===== src/rtl/gray_burst_arbiter.sv =====
// Round-robin arbiter lending one shared 3-bit Gray counter to NREQ requesters for Len-step bursts.
// Define GRAY_OVF_ABORT_EN to end a burst as soon as the counter reports a wrap.
module gray_burst_arbiter #(
  parameter int NREQ  = 2,
  parameter int LEN_W = 4
) (
  input  logic                  Clk,
  input  logic                  Reset,
  input  logic [NREQ-1:0]       Req,
  input  logic [NREQ*LEN_W-1:0] Len,
  output logic [NREQ-1:0]       Grant,
  output logic                  Busy,
  output logic                  Done,
  output logic [2:0]            Done_id,
  output logic                  Err,
  output logic                  Gray_Reset,
  output logic                  Gray_En,
  input  logic                  Gray_Overflow
);

  typedef enum logic [1:0] {IDLE, CLEAR, RUN, DONE} state_t;

  state_t             state;
  logic [2:0]         rr;
  logic [2:0]         owner;
  logic [LEN_W-1:0]   cnt;
  logic               en_q;

  logic               pick_vld;
  logic [2:0]         pick;
  logic [LEN_W-1:0]   pick_len;
  logic [3:0]         idx;
  logic [2:0]         rr_next;

  // First pending requester at or above rr, wrapping modulo NREQ.
  always_comb begin
    pick_vld = 1'b0;
    pick     = 3'd0;
    idx      = 4'd0;
    for (int k = 0; k < NREQ; k++) begin
      idx = {1'b0, rr} + 4'(k);
      if (idx >= 4'(NREQ)) idx = idx - 4'(NREQ);
      for (int i = 0; i < NREQ; i++) begin
        if (!pick_vld && idx == 4'(i) && Req[i]) begin
          pick_vld = 1'b1;
          pick     = 3'(i);
        end
      end
    end
  end

  always_comb begin
    pick_len = '0;
    for (int i = 0; i < NREQ; i++) begin
      if (pick == 3'(i)) pick_len = Len[i*LEN_W +: LEN_W];
    end
  end

  assign rr_next = (owner == 3'(NREQ-1)) ? 3'd0 : owner + 3'd1;

  always_ff @(posedge Clk) begin
    if (Reset) begin
      state   <= IDLE;
      Grant   <= '0;
      Busy    <= 1'b0;
      Done    <= 1'b0;
      Done_id <= 3'd0;
      en_q    <= 1'b0;
      rr      <= 3'd0;
      owner   <= 3'd0;
      cnt     <= '0;
    end else begin
      Done <= 1'b0;
      case (state)
        IDLE: begin
          if (pick_vld) begin
            state <= CLEAR;
            Grant <= NREQ'(1) << pick;
            Busy  <= 1'b1;
            owner <= pick;
            cnt   <= pick_len;
          end
        end
        CLEAR: begin
          if (cnt != '0) begin
            state <= RUN;
            en_q  <= 1'b1;
          end else begin
            state   <= DONE;
            Done    <= 1'b1;
            Done_id <= owner;
          end
        end
        RUN: begin
          cnt <= cnt - LEN_W'(1);
`ifdef GRAY_OVF_ABORT_EN
          if (cnt == LEN_W'(1) || Gray_Overflow) begin
`else
          if (cnt == LEN_W'(1)) begin
`endif
            state   <= DONE;
            en_q    <= 1'b0;
            Done    <= 1'b1;
            Done_id <= owner;
          end
        end
        DONE: begin
          state <= IDLE;
          Grant <= '0;
          Busy  <= 1'b0;
          rr    <= rr_next;
        end
        default: state <= IDLE;
      endcase
    end
  end

  // Overflow is read live in DONE so it already includes the final enable.
  assign Err        = (state == DONE) && Gray_Overflow;
  assign Gray_Reset = Reset || (state == CLEAR);
`ifdef GRAY_OVF_ABORT_EN
  assign Gray_En    = en_q && !Reset && !Gray_Overflow;
`else
  assign Gray_En    = en_q && !Reset;
`endif

endmodule


===== config.mk =====
export PLATFORM = sky130hd
export DESIGN_NAME = gray_burst_arbiter
export DESIGN_NICKNAME = d
export VERILOG_FILES = /design/src/rtl/gray_burst_arbiter.sv
export SDC_FILE = /design/constraint.sdc
export NUM_CORES = 1
export LEC_CHECK = 0
export CAP_MARGIN = 15
export CORE_ASPECT_RATIO = 1.4
export CORE_UTILIZATION = 47
export DETAILED_ROUTE_END_ITERATION = 10
export MAX_ROUTING_LAYER = met4
export PLACE_DENSITY = 0.84
export SETUP_SLACK_MARGIN = 0.4
export SLEW_MARGIN = 25
export SYNTH_ARGS = -nofsm -noshare
export SYNTH_HDL_FRONTEND = slang
export SYNTH_SLANG_ARGS = --single-unit

===== constraint.sdc =====
create_clock -name Clk -period 2.3 [get_ports Clk]
set_clock_uncertainty 0.1 [all_clocks]
set_input_delay 0.46 -clock Clk [delete_from_list [all_inputs] [get_ports Clk]]
set_output_delay 0.46 -clock Clk [all_outputs]
set_load 0.005 [all_outputs]

-- Yosys cells after proc, flatten, opt, wreduce, memory -nomap -nowiden
Index checks and enable logic that the tools add are counted.
- output and inout port bits: 10
- input port bits: 13
- register bits: 20
- equal/unequal tests: 12
- multiplexer cells: 31
- reductions and logical operators: 28
- add/subtract/negate cells: 5
- shift operators: 1
- $lt $le $gt $ge: 2
- operator list (kind ; number):
    $mux W4 ; 5
    $mux W3 ; 5
    $eq A4 B1 Y1 const B ; 3
    $mux W1 ; 11
    $logic_and A1 B1 Y1 ; 9
    $logic_not A4 Y1 ; 2
    $ne A2 B2 Y1 const B ; 4
    $pmux W2 S4 ; 1
    $pmux W4 S2 ; 1
    $reduce_and A2 Y1 ; 4
    $eq A3 B1 Y1 const B ; 2
    $mux W2 ; 3
    $pmux W1 S2 ; 3
    $pmux W3 S2 ; 1
    $reduce_and A3 Y1 ; 2
    $reduce_bool A2 Y1 ; 3
    $add A3 B1 Y4 const B ; 1
    $eq A2 B2 Y1 const B ; 2
    $ge A4 B2 Y1 const B ; 1
    $logic_not A1 Y1 ; 4
    $pmux W2 S2 ; 1
    $reduce_bool A4 Y1 ; 1
    $sub A3 B2 Y4 const B ; 1
    $sub A4 B1 Y4 const B ; 1
    8 further kinds ; 8

-- Logic depth before layout (Yosys ltp)
- word-level depth: 22
- depth in mapped cells: 7
- mapped depth without buffers: 6

-- Worst setup path before layout
OpenSTA, ideal clock, no wires.
- kind: register -> register
- start: reg state[0]
- end: reg Done_id[0]
- library setup time: 0.129 ns
- clock period less this slack: 1.746 ns
- path buffers: 1
- slack: 0.554 ns
- arrival time: 1.517 ns
- stages on the path, launching flop included: 8
- required time: 2.071 ns
- cell sequence: dfxtp_1 > inv_1 > ha_1 > buf_4 > mux2i_1 > a2111oi_2 > mux2i_1 > nor2_1
- longest elaborated chain between the ends: 3
- elaborated cells on any way between the ends: 7
- RTL lines (element ; line ; RTL):
    from (decl) ; 23 ; state_t state;
    from (signal assigned) ; 63 ; state <= IDLE;
    from (signal assigned) ; 77 ; state <= CLEAR;
    from (signal assigned) ; 86 ; state <= RUN;
    $eq A2 B2 Y1 or $eq A2 B1 Y1 (tied branches) ; 74 ; case (state)
    $ne A2 B2 Y1 (no line) or $reduce_bool A2 Y1 (tied branches) ; - ;
    $reduce_and A3 Y1 (no line) ; - ;
    to (signal assigned) ; 91 ; Done_id <= owner;
    to (signal assigned) ; 104 ; Done_id <= owner;
    to (decl) ; 14 ; output logic [2:0] Done_id,
Parallel ways exist; a longest one is shown, timed or not.
A chain may end at the register's enable or synchronous reset.

-- Worst setup path after layout
- start: reg state[1]
- end: out Err
- longest elaborated chain between the ends: 2
- RTL lines (element ; line ; RTL):
    $eq A2 B2 Y1 ; 119 ; assign Err = (state == DONE) && Gray_Overflow;
    $logic_and A1 B1 Y1 ; 119 ;
    to (decl) ; 15 ; output logic Err,
Every way passes these cells.

==> flow_metrics.py <==
metrics = {
    "die": {
        "dieArea_sq_um": 2080,
        "fp-row-count": 18,
        "dieWidth_um": 38.8,
        "die_y_um": 53.5,
        "io_pins": 23,
        "start_util": 0.501,
        "core_area_sq_um": 1780,
    },
    "pwr": {
        "power.density_nw_per_um2": 1050,
        "swShare": 0.400,
        "power_frac_seq": 0.318,
        "peakVddDrop_mv": 0.543,
        "clkPwrFrac": 0.118,
        "p_comb_frac": 0.564,
        "internal_power_w": 0.000754,
        "total_power_w": 0.00126,
        "p_leak_nw": 0.505,
        "p_sw_w": 0.000503,
    },
    "setup_path": {
        "worst_r2r_startpoint": "cnt[0]$_SDFFE_PP0P_",
        "r2r_setup_slack_ps": 490,
        "cp-start-kind": "register",
        "r2r-end": "state[0]$_SDFFE_PP0P_",
        "crit_start": "state[1]$_SDFFE_PP0P_",
        "crit_chain": "buf_4 -> ha_4 -> and2_1 -> dlygate4sd2_1",
        "worst-path-stages": 4,
        "critPathSlowestCell": "dfxtp_4",
        "critical_path.top_delay_family": "buffers and inverters",
        "cpPeakStageDelay_ps": 350,
        "crit_buf_inv": 2,
        "rr_worst_depth": 5,
        "worstPathArrival_ps": 1340,
        "worstPathRequired_ps": 1740,
        "end_kind": "output port",
        "crit_type": "register to output port",
        "crit_fanout": 7,
    },
    "clock_network": {
        "clock_sinks": 14,
        "cts_buffers": 3,
        "holdBufCountCts": 0,
        "clk_pin_slew_ps": 90,
        "clk_latency_ps": 300,
        "max-clock-path-buffers": 2,
        "root_buffer": "clkbuf_4",
        "cts_tree": "yes",
        "htree_levels": 1,
    },
    "synthesis": {
        "ys_seq_area_frac": 0.315,
        "ys_types": 36,
        "synth_top_area_share": 0.315,
        "synth.avg_cell_area_sq_um": 8.73,
        "synth.largest_area_cell": "dfxtp_1",
        "netlist_instances": 102,
        "syn-cell-area_sq_um": 891,
        "yosys-top-cells-area": "dfxtp_1, ha_1, mux2i_1",
        "yosysWarnings": 0,
        "synth-seq-cells": 14,
    },
    "global_routing": {
        "antenna_found_initial": 0,
        "grt_max_degree": 18,
        "grtUsageTotal": 0.210,
        "grt_pass1_wl_um": 2960,
        "grt_overflow": 0,
        "grt_pass1_vias": 704,
    },
    "layout": {
        "final_common_cell": "clkdlybuf4s50_1",
        "nNetsFinal": 150,
        "syn_to_final_growth_pct": 34.8,
        "layout-drive-gt1-share": 0.178,
        "num_antenna_cells": 0,
        "final_cell_mix": "clkdlybuf4s50_1, dfxtp_1, buf_4, a21oi_1, nor2_1",
        "fill_cells": 158,
    },
    "timing": {
        "finalSetupViolations": 0,
        "rsz0062_at_grt": "true",
        "fmax_ghz": 0.526,
        "fin_tns_setup_ps": 0,
        "hold_ws_ps": 394,
        "setup_slack_ps": 400,
        "finalMaxSlewViolations": 0,
        "finalCritPeriodShare": 0.826,
        "hold_violations": 0,
        "fin_crit_ps": 1900,
    },
    "hold_path": {
        "holdPathEnd": "Grant[0]$_SDFFE_PP0P_",
        "hold_start": "Grant[0]$_SDFFE_PP0P_",
        "hp-class": "register to register",
        "hold_depth": 2,
    },
    "route": {
        "detail-route-antenna-nets": 0,
        "vias": 852,
        "drt-total-wl_um": 2010,
        "wire_per_inst_um": 13.5,
        "wl_met3_um": 103,
        "drc_errors": 0,
        "wl_met2_um": 1050,
        "first_pass_iters": 4,
        "wirelength_met1_um": 825,
        "via_per_inst": 5.72,
        "route.top_layer_used": "met4",
        "drt_first_iter_violations": 14,
    },
    "placement": {
        "dp_slack_ps": 125,
        "port_buffers": 20,
        "globalplace.congestion": 0.773,
        "dp_hpwl_um": 1410,
    },
    "outcome": {
        "run_status": "finished, final reports clean",
    },
    "run": {
        "cap_violations": 0,
    },
}
==> layer usage <==
metal / GRT usage / up-vias
met5: - / -
met4: 0.0862 / 0
met3: 0.0252 / 3
met2: 0.381 / 28
met1: 0.221 / 400
li1: - / 421
==> metrics by stage <==
step                      std cells  area, sq um   util
final                           149         1200  0.675
after global routing            149         1200  0.675
after CTS                       146         1170  0.659
after detailed placement        142         1120  0.629
after global placement          142         1120  0.629
after floorplan                 103          895      -
==> sequential cells by signal, summed over array words and instances (netlist names) <==
name,cells
Busy,1
Done,1
Done_id,1
Grant,2
cnt,4
en_q,1
owner,1
rr,1
state,2
==> worst reg2reg max path: cells and delay by family (launching register included) <==
kind	cells	cell delay (ps)
AOI/OAI and AO/OA	3	600
adders and majority gates	1	210
DFF	1	400
and+or+nand+nor	1	400
==> power groups by stage <==
stage	Sequential (W)	Clock [W]	Combinational [W]
floorplan	0.000381	0	0.000457
CTS	0.000403	0.000149	0.000667
global placement	0.000391	0	0.000634
finish	0.000400	0.000148	0.000709
global route	0.000409	0.000163	0.000790
detailed placement	0.000397	0	0.000650
==> synthesized netlist by cell type (all sizes together) <==
| master | count |
|---|---|
| a211oi | 4 |
| clkbuf | 2 |
| nor3 | 2 |
| a21oi | 10 |
| a32oi | 1 |
| buf | 5 |
| o21ai | 6 |
| nor2b | 2 |
| or3b | 1 |
| nand2 | 3 |
| nand3b | 3 |
| a2111oi | 1 |
| and3 | 2 |
| or2 | 1 |
| o21bai | 1 |
| dfxtp | 14 |
| nor3b | 3 |
| o221ai | 2 |
| mux2i | 5 |
| a31oi | 1 |
| inv | 6 |
| a211o | 2 |
| or3 | 2 |
| a2bb2oi | 1 |
| nor4bb | 1 |
| nand2b | 2 |
| a221oi | 1 |
| and2 | 2 |
| ha | 6 |
| a21boi | 1 |
| conb | 1 |
| nor2 | 8 |
==> logic make-up after synthesis <==
family	synth area share
AO/OA/AOI/OAI	0.244
adder cells (fa/ha/maj)	0.0843
buffers and inverters	0.0772
flip-flops	0.315
multiplexers	0.0562
other	0.00421
AND/OR/NAND/NOR	0.219
==> how the worst max path moves through the flow <==
stage	end	slack, ps
after global placement	Gray_Reset	140
final	Err	400
after floorplan	Done_id[0]$_SDFFE_PP0P_	550
after global routing	Gray_Reset	330
after detailed placement	Gray_Reset	120
after CTS	Gray_Reset	260
==> final cells by class <==
cell class	count	area, sq um	area share
clock buffer	3	22.5	0.0188
inverter	6	22.5	0.0188
multi-input combinational	76	571	0.475
sequential	14	285	0.238
tap	20	25.0	0.0208
timing repair buffer	30	275	0.229
==> what timing repair did <==
item                                    in CTS  in global routing
buffers inserted                             1                  3
resized for setup                            9                  4
pin swaps                                    0                  2
endpoints found under the setup margin       3                  2
Note: power is estimated with default switching activity, not from simulation.
